$ cat config.mk
export PLATFORM = sky130hd
export DESIGN_NAME = frame_buffer_port_a_arbiter
export DESIGN_NICKNAME = d
export VERILOG_FILES = /design/src/rtl/fb_pkg.sv /design/src/rtl/frame_buffer_port_a_arbiter.sv
export SDC_FILE = /design/constraint.sdc
export NUM_CORES = 1
export LEC_CHECK = 0
export ABC_AREA = 1
export BUFFER_PORTS_ARGS = -buffer_cell sky130_fd_sc_hd__buf_2
export CAP_MARGIN = 20
export CORE_MARGIN = 10
export CORE_UTILIZATION = 53
export CTS_CLUSTER_DIAMETER = 50
export DETAILED_ROUTE_END_ITERATION = 16
export GPL_TIMING_DRIVEN = 0
export PLACE_DENSITY = 0.8
export SYNTH_ARGS = -nofsm -noshare
export SYNTH_HDL_FRONTEND = slang
export SYNTH_SLANG_ARGS = --single-unit
$ cat constraint.sdc
create_clock -name CLK -period 2.1 [get_ports CLK]
set_clock_uncertainty 0.1 [all_clocks]
set_input_delay 0.105 -clock CLK [delete_from_list [all_inputs] [get_ports CLK]]
set_output_delay 0.105 -clock CLK [all_outputs]
set_load 0.02 [all_outputs]
$ cat src/rtl/fb_pkg.sv
// Shared geometry and FSM encoding for the frame buffer port A arbiter.
package fb_pkg;
    localparam int FB_X_W       = 8;
    localparam int FB_Y_W       = 7;
    localparam int FB_ADDR_W    = 15;
    localparam int FB_LAST_ADDR = 2**FB_ADDR_W - 1;

    typedef enum logic {
        IDLE = 1'b0,
        FILL = 1'b1
    } fb_state_t;
endpackage

$ cat src/rtl/frame_buffer_port_a_arbiter.sv
// Shares frame buffer port A between the CPU (fixed priority) and a full-frame fill engine.
// Grant-to-memory 1 cycle, read data 2 cycles after grant; CPU blacked out the cycle ACK is high.
module frame_buffer_port_a_arbiter
    import fb_pkg::*;
#(
    parameter int ADDR_WIDTH = FB_ADDR_W,
    parameter int LAST_ADDR  = 2**ADDR_WIDTH - 1
) (
    input  logic                  CLK,
    input  logic                  RESET,
    input  logic                  CPU_REQ,
    input  logic                  CPU_WE,
    input  logic [ADDR_WIDTH-1:0] CPU_ADDR,
    input  logic                  CPU_DATA_IN,
    output logic                  CPU_ACK,
    output logic                  CPU_RD_VALID,
    output logic                  CPU_RD_DATA,
    input  logic                  FILL_START,
    input  logic                  FILL_VALUE,
    output logic                  FILL_BUSY,
    output logic                  FILL_DONE,
    output logic [ADDR_WIDTH-1:0] FB_ADDR,
    output logic                  FB_WDATA,
    output logic                  FB_WE,
    input  logic                  FB_RDATA
);

    localparam logic [ADDR_WIDTH-1:0] LAST = LAST_ADDR[ADDR_WIDTH-1:0];

    fb_state_t             state;
    logic [ADDR_WIDTH-1:0] fill_cnt;
    logic                  fill_val;
    logic                  fill_end;
    logic                  rd_pend;
    logic                  rd_pend2;
    logic                  cpu_grant;
    logic                  fill_slot;

    // ACK high means this request was just taken; ignore it for one cycle.
    assign cpu_grant = CPU_REQ && !CPU_ACK;
    assign fill_slot = (state == FILL) && !fill_end;

    always_ff @(posedge CLK) begin
        if (!RESET) begin
            state        <= IDLE;
            fill_cnt     <= '0;
            fill_val     <= 1'b0;
            fill_end     <= 1'b0;
            rd_pend      <= 1'b0;
            rd_pend2     <= 1'b0;
            CPU_ACK      <= 1'b0;
            CPU_RD_VALID <= 1'b0;
            CPU_RD_DATA  <= 1'b0;
            FILL_BUSY    <= 1'b0;
            FILL_DONE    <= 1'b0;
            FB_ADDR      <= '0;
            FB_WDATA     <= 1'b0;
            FB_WE        <= 1'b0;
        end else begin
            FILL_DONE    <= 1'b0;
            CPU_ACK      <= cpu_grant;
            rd_pend      <= cpu_grant && !CPU_WE;
            rd_pend2     <= rd_pend;
            CPU_RD_VALID <= rd_pend2;
            if (rd_pend2) begin
                CPU_RD_DATA <= FB_RDATA;
            end

            if (cpu_grant) begin
                FB_ADDR  <= CPU_ADDR;
                FB_WE    <= CPU_WE;
                FB_WDATA <= CPU_DATA_IN;
            end else if (fill_slot) begin
                FB_ADDR  <= fill_cnt;
                FB_WE    <= 1'b1;
                FB_WDATA <= fill_val;
            end else begin
                FB_WE    <= 1'b0;
            end

            case (state)
                IDLE: begin
                    if (FILL_START) begin
                        fill_val  <= FILL_VALUE;
                        fill_cnt  <= '0;
                        fill_end  <= 1'b0;
                        FILL_BUSY <= 1'b1;
                        state     <= FILL;
                    end
                end
                FILL: begin
                    // Counter parks on the last address; fill_end stops further writes.
                    if (fill_end) begin
                        FILL_DONE <= 1'b1;
                        FILL_BUSY <= 1'b0;
                        fill_end  <= 1'b0;
                        state     <= IDLE;
                    end else if (!cpu_grant) begin
                        if (fill_cnt == LAST) begin
                            fill_end <= 1'b1;
                        end else begin
                            fill_cnt <= fill_cnt + ADDR_WIDTH'(1);
                        end
                    end
                end
            endcase
        end
    end

endmodule

After elaboration in Yosys (flattened, before gate mapping)
Cells that the tools add are included.
{"block": "word_totals", "elab_cells": 56, "output_inout_bits": 22, "in_bits": 23, "ff_bits": 42}
{"block": "op_classes", "bitwise_logic": 1, "n_mux": 23, "n_reduce_logical": 11, "addsub": 1, "eq_ne": 6}
{"operator": "$mux 15", "count": 6}
{"operator": "$pmux 15 s2", "count": 1}
{"operator": "$add 15x1->15 const B", "count": 1}
{"operator": "$eq 15x15->1 const B", "count": 1}
{"operator": "$mux 1", "count": 13}
{"operator": "$ne 2x2->1 const B", "count": 4}
{"operator": "$pmux 1 s2", "count": 3}
{"operator": "$reduce_and 2->1", "count": 3}
{"operator": "$reduce_and 4->1", "count": 1}
{"operator": "$logic_and 1x1->1", "count": 3}
{"operator": "$logic_not 1->1", "count": 3}
{"operator": "$ne 2x1->1 const B", "count": 1}
{"operator": "$reduce_bool 2->1", "count": 1}
{"operator": "$not 1->1", "count": 1}

Logic depth before layout (Yosys ltp)
Gate-level depths: netlist of run 1.
{"block": "depth", "ltp_word": 5, "depth_mapped": 11, "depth_no_buf": 11}

Worst setup path before layout of run 1
Ideal clock, no wire load.
{"block": "synth_timing", "kind": "flip-flop to flip-flop", "startpoint": "register fill_cnt[0]", "endpoint": "register fill_cnt[0]", "slack_ns": 0.521, "setup_time_ns": 0.114, "path_stages_with_launch": 11, "path_buffers": 1, "t_required_ns": 1.886, "t_arrival_ns": 1.365, "synth_period_minus_slack_ns": 1.579, "cell_sequence": "dfxtp_1 -> ha_1 -> nand3_1 -> inv_2 -> nand2_2 -> clkinv_2 -> nand3_4 -> nand3_4 -> buf_8 -> a21oi_1 -> nor2_1"}
{"block": "synth_via", "elab_chain_cells": 5, "elab_cells_between_ends": 8, "classes_between": "add/sub: 1; eq/ne: 2; mux: 4; reduce/logical: 1"}
{"item": "from (decl)", "line_no": "frame_buffer_port_a_arbiter.sv:31", "rtl": "logic [ADDR_WIDTH-1:0] fill_cnt;"}
{"item": "from (signal assigned)", "line_no": "frame_buffer_port_a_arbiter.sv:102", "rtl": "fill_cnt <= fill_cnt + ADDR_WIDTH'(1);"}
{"item": "$add 15x1->15", "line_no": "frame_buffer_port_a_arbiter.sv:102"}
{"item": "$mux 15", "line_no": "frame_buffer_port_a_arbiter.sv:99", "rtl": "if (fill_cnt == LAST) begin"}
{"item": "$mux 15", "line_no": "frame_buffer_port_a_arbiter.sv:98", "rtl": "end else if (!cpu_grant) begin"}
{"item": "$mux 15", "line_no": "frame_buffer_port_a_arbiter.sv:93", "rtl": "if (fill_end) begin"}
{"item": "$pmux 15 s2", "line_no": "frame_buffer_port_a_arbiter.sv:81", "rtl": "case (state)"}
Parallel ways exist; a longest one is shown, timed or not. The select of a mux whose other input is x is not followed.
A chain may end at the register's enable or synchronous reset.

Worst setup path in the final report of run 1
{"block": "layout_timing", "startpoint": "register fill_cnt[0]", "endpoint": "register fill_cnt[1]"}
The elaborated chain is that of the path after synthesis.

==> results of run 1 <==
## routing by layer
layer / part of all wire, % / vias up / global-route usage [%]
met3: 11 / 11 / 5.184
met1: 41 / 959 / 20.78
met2: 46 / 78 / 29.16
met4: 1.6 / 0 / 4.592
met5: 0 / - / 0
li1: - / 1109 / -
## flip-flops by register name, indices dropped and copies added (netlist names)
| register | count |
|---|---|
| FB_ADDR | 15 |
| fill_cnt | 15 |
| CPU_ACK | 1 |
| CPU_RD_DATA | 1 |
| CPU_RD_VALID | 1 |
| FB_WDATA | 1 |
| FB_WE | 1 |
| FILL_BUSY | 1 |
| FILL_DONE | 1 |
| fill_end | 1 |
| fill_val | 1 |
| rd_pend | 1 |
| rd_pend2 | 1 |
| state | 1 |
## placed cells by master (no fill, tap or decap), types with 2 or more instances in the layout
master          n
a21oi_2         2
nand3_4         2
nand2_2         2
nand3_1        11
nor2_2          3
clkbuf_1        6
clkbuf_8        5
buf_2          47
a31oi_1        10
dlygate4sd3_1  12
o21ai_0         8
nand2_1        95
a22oi_1         6
dfxtp_1        42
a21oi_1        18
clkinv_2        2
nand4_1        13
nor2_1         40
inv_1          29
nor3_1          2
inv_2           6
buf_4           3
## path summary, 6_finish.rpt
kind | depth (start not counted) | end
setup / recovery | 10 | fill_cnt[1]
hold / removal | 3 | FB_ADDR[8]
setup reg to reg | 10 | fill_cnt[1]
hold reg to reg | 2 | rd_pend2
## where the power goes
| group | switching [mW] | internal (mW) | total [mW] |
|---|---|---|---|
| registers | 0.0396 | 0.841 | 0.880 |
| clock network | 0.280 | 0.235 | 0.515 |
| logic | 0.190 | 0.118 | 0.309 |
| total | 0.510 | 1.19 | 1.70 |
## final cells by class
type	instances	area, µm²	area share, %
buffer	13	76.32	3.003
timing repair buffer	55	335.3	13.20
clock inverter	2	13.76	0.5416
clock buffer	6	72.57	2.856
tap	48	60.06	2.363
multi-input combinational	215	1006	39.59
sequential	42	840.8	33.09
inverter	36	136.4	5.367
## metrics by stage
stage	setup slack, ns	cell area, µm²
global route	0.1345	2541
detailed placement	0.2915	2335
global placement	0.3094	2335
finish	0.2630	2541
floorplan	0.5210	2059
CTS	0.2725	2531
## what timing repair did
item	4_1_cts	5_1_grt
hold endpoints to repair	12	1
hold buffers	11	1
setup buffers	0	0
## Yosys cell counts (all sizes together), types with 2 or more instances
library cell  count
a21oi            20
a22oi             6
a31oi            10
buf               8
clkbuf            5
dfxtp            42
inv              35
nand2            97
nand3            13
nand4            13
nor2             44
nor3              2
o21ai             8
## logic make-up (layout without fill, tap and decap cells)
| logic type | Yosys count | after routing | share of synthesized area, % |
|---|---|---|---|
| compound gates | 44 | 44 | 12.39 |
| fa+ha+maj | 1 | 1 | 0.6074 |
| buf+inv | 49 | 112 | 10.33 |
| flops | 42 | 42 | 40.83 |
| simple gates | 170 | 170 | 35.84 |
## worst min-delay path: stages
cell and delay (ns):
buf_2 0.09, nand2_1 0.05, a31oi_1 0.09
==> results.py, run 1 <==
metrics = {
    "cells_and_area": {
        "area_growth_pct": 23.39,
        "drive_gt1_share_pct": 20.33,
        "diodes": 0,
        "final_core_util_pct": 68.38,
        "fin_nets": 392,
        "fillCellCount": 331,
        "post_layout_nonfiller_instances": 417,
    },
    "critical_path": {
        "critPathTopFamily": "simple AND/OR/NAND/NOR gates",
        "critPathMostFrequentCell": "nand3_4",
        "cp_cell_sequence": "ha_1, nand3_1, inv_2, nand2_2, clkinv_2, nand3_4, nand3_4, buf_8, a21oi_1, nor2_1",
        "end_kind": "flop",
        "cp_slowest_cell": "dfxtp_1",
        "crit_buf_inv": 3,
        "crit_type": "flop to flop",
        "max_stage_delay_ns": 0.37,
        "crit_required_ns": 2.20,
        "crit_start": "fill_cnt[0]",
        "start_kind": "flop",
        "worstPathArrival_ns": 1.93,
        "reg2reg_slack_ns": 0.26,
        "crit_fanout": 10,
        "rr_startpoint": "fill_cnt[0]",
    },
    "die": {
        "die_area_um2": 6779,
        "io_pins": 45,
        "placementRows": 22,
        "die_h_um": 82.34,
        "initial_core_util_pct": 55.42,
        "core_area_um2": 3716,
        "die_x_um": 82.34,
    },
    "clock_network": {
        "clk-insertion-delay-late_ns": 0.30,
        "clk_pin_slew_ns": 0.08,
        "cts_root_buf": "clkbuf_8",
        "htree_levels": 2,
        "clock_path_buffers": 2,
        "cts_tree": "yes",
        "cts-buffers-inserted": 5,
        "ctsResizeCount": 0,
        "numClockSinks": 42,
    },
    "logic_synthesis": {
        "synth_area_per_cell_um2": 6.730,
        "synth-seq-area-share_pct": 40.83,
        "syn-cell-area_um2": 2059,
        "ys_async_sr_fraction_pct": 0,
        "synthesis.nets": 330,
        "ys_types": 24,
        "syn_inst": 306,
        "synth_edf_count": 0,
        "synth_top_area_share_pct": 40.83,
        "ys_warn_count": 0,
        "synth_area_leaders": "dfxtp_1 (41%), nand2_1 (17%), nor2_1 (7.3%), inv_1 (5.3%), a21oi_1 (4.4%)",
        "yosysTopAreaCell": "dfxtp_1",
        "ys_seq_elements": 42,
        "yosys_most_used_dff": "dfxtp_1",
    },
    "global_route": {
        "grt_max_degree": 14,
        "grt_pass1_vias": 1915,
        "grt_remaining_overflow": 0,
        "track_usage_pct": 17.26,
        "antenna_found_initial": 0,
        "grt_first_pass_wirelength_um": 9177,
    },
    "routing": {
        "firstDrtPassIters": 4,
        "vias": 2157,
        "drc_errors": 0,
        "vias_per_cell": 5.173,
        "drt_iter0_drc": 98,
        "wl_per_cell_um": 13.80,
        "ant_nets": 0,
        "finalWirelength_um": 5755,
    },
    "sta": {
        "fmax_mhz": 544.4,
        "setup-tns-final_ns": 0,
        "fin_crit_sh_pct": 87.48,
        "min_period_ns": 1.837,
        "tightest_slew_ns": 0.5213,
        "slew_headroom_pct": 65.25,
        "finalSetupViolCount": 0,
        "whs_ns": 0.008236,
        "grt_setup_unrepaired": "false",
        "hold_viol_final": 0,
        "finalMaxSlewViolations": 0,
    },
    "power": {
        "total_power_mw": 1.704,
        "peakVddDrop_uv": 475.5,
        "p_leak_nw": 1.134,
        "p_per_area_nw_per_um2": 670.5,
    },
    "place": {
        "port_buffers": 43,
        "dp.cells": 397,
        "gp_congestion": 0.9017,
        "hpwlAfterDp_um": 4145,
    },
    "flow_run": {
        "max-cap-violations": 0,
    },
    "worst_hold_path": {
        "hp-class": "primary input to flop",
        "worstHoldStart": "CPU_ADDR[8]",
    },
    "run_status": {
        "status": "finished clean",
    },
}
Power figures use the tool's default switching activity.
==> run 2, diff against run 1 <==
--- a/config.mk
+++ b/config.mk
@@ -8,6 +8,7 @@
 export ABC_AREA = 1
 export BUFFER_PORTS_ARGS = -buffer_cell sky130_fd_sc_hd__buf_2
 export CAP_MARGIN = 20
+export CORE_ASPECT_RATIO = 1.1
 export CORE_MARGIN = 10
 export CORE_UTILIZATION = 53
 export CTS_CLUSTER_DIAMETER = 50
==> constraint.sdc (replaced) <==
create_clock -name CLK -period 1.7 [get_ports CLK]
set_clock_uncertainty 0.1 [all_clocks]
set_input_delay 0.085 -clock CLK [delete_from_list [all_inputs] [get_ports CLK]]
set_output_delay 0.085 -clock CLK [all_outputs]
set_load 0.02 [all_outputs]
==> results.py, run 2 (synthesis results as in run 1) <==
metrics = {
    "run_status": {
        "status": "finished clean",
    },
    "cells_and_area": {
        "area_growth_pct": 35.78,
        "reg_top3": "FB_ADDR x15, fill_cnt x15",
        "drive_gt1_share_pct": 25.52,
        "post_layout_nonfiller_instances": 434,
        "final_cell_mix": "nand2_1 (95), buf_2 (46), nor2_1 (39)",
        "layout_commonest_cell": "nand2_1",
        "fin_nets": 407,
        "diodes": 0,
    },
    "critical_path": {
        "max_stage_delay_ns": 0.37,
        "critPathMostFrequentCell": "nand3_4",
        "worstPathArrival_ns": 1.72,
        "crit_required_ns": 1.79,
        "critPathTopFamily": "simple AND/OR/NAND/NOR gates",
        "crit_fanout": 6,
        "cp_cell_sequence": "ha_4, nand3_4, inv_2, nand2_4, inv_4, nand3_4, nand3_4, clkbuf_16, a21oi_1, nor2_1",
        "crit_type": "flop to flop",
        "crit_buf_inv": 3,
        "end_kind": "flop",
        "start_kind": "flop",
        "rr_startpoint": "fill_cnt[0]",
        "cp_slowest_cell": "dfxtp_4",
        "crit_start": "fill_cnt[0]",
    },
    "die": {
        "die_area_um2": 6782,
        "placementRows": 23,
        "die_h_um": 85.38,
        "core_area_um2": 3684,
        "die_x_um": 79.44,
        "io_pins": 45,
        "initial_core_util_pct": 55.91,
    },
    "routing": {
        "met1_length_um": 2646,
        "finalWirelength_um": 6483,
        "dr_wl_met2_um": 3043,
        "firstDrtPassIters": 5,
        "wl_per_cell_um": 14.94,
        "vias": 2363,
        "ant_nets": 0,
        "dr.max_layer_used": "met4",
        "drc_errors": 0,
        "met3_length_um": 614,
        "vias_per_cell": 5.445,
        "drt_iter0_drc": 249,
    },
    "clock_network": {
        "numClockSinks": 42,
        "htree_levels": 2,
        "cts-buffers-inserted": 5,
        "clk_pin_slew_ns": 0.08,
        "cts_root_buf": "clkbuf_8",
        "clk-insertion-delay-late_ns": 0.30,
        "cts_tree": "yes",
        "clock_path_buffers": 2,
    },
    "sta": {
        "tightest_slew_ns": 0.5415,
        "finalMaxSlewViolations": 0,
        "fmax_mhz": 611.6,
        "setup-tns-final_ns": 0,
        "slew_headroom_pct": 63.90,
        "fin_crit_sh_pct": 96.18,
        "whs_ns": 0.03630,
        "hold_viol_final": 0,
        "finalSetupViolCount": 0,
        "fin_ws_ns": 0.06498,
        "min_period_ns": 1.635,
    },
    "global_route": {
        "grt_first_pass_wirelength_um": 10260,
        "grt_max_degree": 14,
        "antenna_found_initial": 0,
        "track_usage_pct": 18.46,
        "grt_pass1_vias": 2200,
        "grt_remaining_overflow": 0,
    },
    "power": {
        "peakVddDrop_uv": 494.1,
        "switching_power_mw": 0.6618,
        "clockPowerShare_pct": 33.5,
        "combPwrFrac_pct": 19.8,
        "p_int_mw": 1.676,
        "p_leak_nw": 1.245,
        "pwr-share-seq_pct": 46.7,
        "p_sw_share_pct": 28.31,
        "p_per_area_nw_per_um2": 836.1,
    },
    "place": {
        "hpwlAfterDp_um": 4067,
        "port_buffers": 43,
        "gp_congestion": 0.9267,
        "place_worst_setup_slack_ns": -0.1106,
        "dp.cells": 399,
    },
    "flow_run": {
        "max-cap-violations": 0,
    },
    "worst_hold_path": {
        "worstHoldStart": "CPU_ADDR[14]",
        "hp-class": "primary input to flop",
    },
}
[run 2: cell count changes in the layout (fill, tap and decap cells not counted), moves of 2 or more]
cell           before  now
dlygate4sd3_1      12   19
buf_4               3    9
a21oi_1            18   16
dfxtp_4             0    3
a21oi_2             2    4
dfxtp_2             0    6
dfxtp_1            42   33
clkinv_2            2    0
[run 2: area by class of cell]
class / count / area [µm²]
clock inverters: 2 / 37.54
fillers: 267 / 887.1
repair buffers: 70 / 495.5
plain buffers: 13 / 80.08
clock buffers: 6 / 72.57
flip-flops and latches: 42 / 859.6
well taps: 50 / 62.56
inverters: 36 / 137.6
multi-input cells: 215 / 1051
[run 2: path summary, 6_finish.rpt]
| path | cells past startpoint | slack, ns | end |
|---|---|---|---|
| setup / recovery | 10 | 0.06 | fill_cnt[0] |
| hold / removal | 3 | 0.04 | FB_ADDR[14] |
| setup reg to reg | 10 | 0.06 | fill_cnt[0] |
| hold reg to reg | 2 | 0.32 | rd_pend2 |
[run 2: power groups by stage]
| stage | clock, mW | sequential (mW) | combinational, mW |
|---|---|---|---|
| after floorplan | 0 | 1.13 | 0.212 |
| after global placement | 0 | 1.10 | 0.352 |
| after detailed placement | 0 | 1.11 | 0.358 |
| after CTS | 0.793 | 1.08 | 0.415 |
| after global routing | 0.833 | 1.10 | 0.512 |
| final | 0.784 | 1.09 | 0.463 |
[run 2: routing by layer]
layer  up-vias  GRT usage [%]
li1       1141              -
met1      1066          21.81
met2       137          30.78
met3        19          4.852
met4         0          7.178
met5         -              0
[run 2: worst reg2reg max path, cell delays in order (launching register included)]
cell and delay [ns]:
dfxtp_4 0.37, ha_4 0.18, nand3_4 0.09, inv_2 0.05
nand2_4 0.07, inv_4 0.05, nand3_4 0.07, nand3_4 0.15
clkbuf_16 0.21, a21oi_1 0.12, nor2_1 0.06
[run 2: per-stage QoR]
step	utilization (%)	power, mW	area, µm²
2_1_floorplan	-	1.346	2059
3_3_place_gp	63.45	1.456	2337
3_5_place_dp	63.45	1.464	2337
4_1_cts	72.83	2.293	2683
5_1_grt	75.92	2.441	2796
6_report	75.92	2.338	2796
[run 2: timing repair]
action,4_1_cts,5_1_grt
setup endpoints to repair,15,26
hold buffers,19,0
pin swaps,0,2
endpoints found under the hold margin,20,0
setup buffers,3,4
gates cloned,0,1
resized for setup,4,21
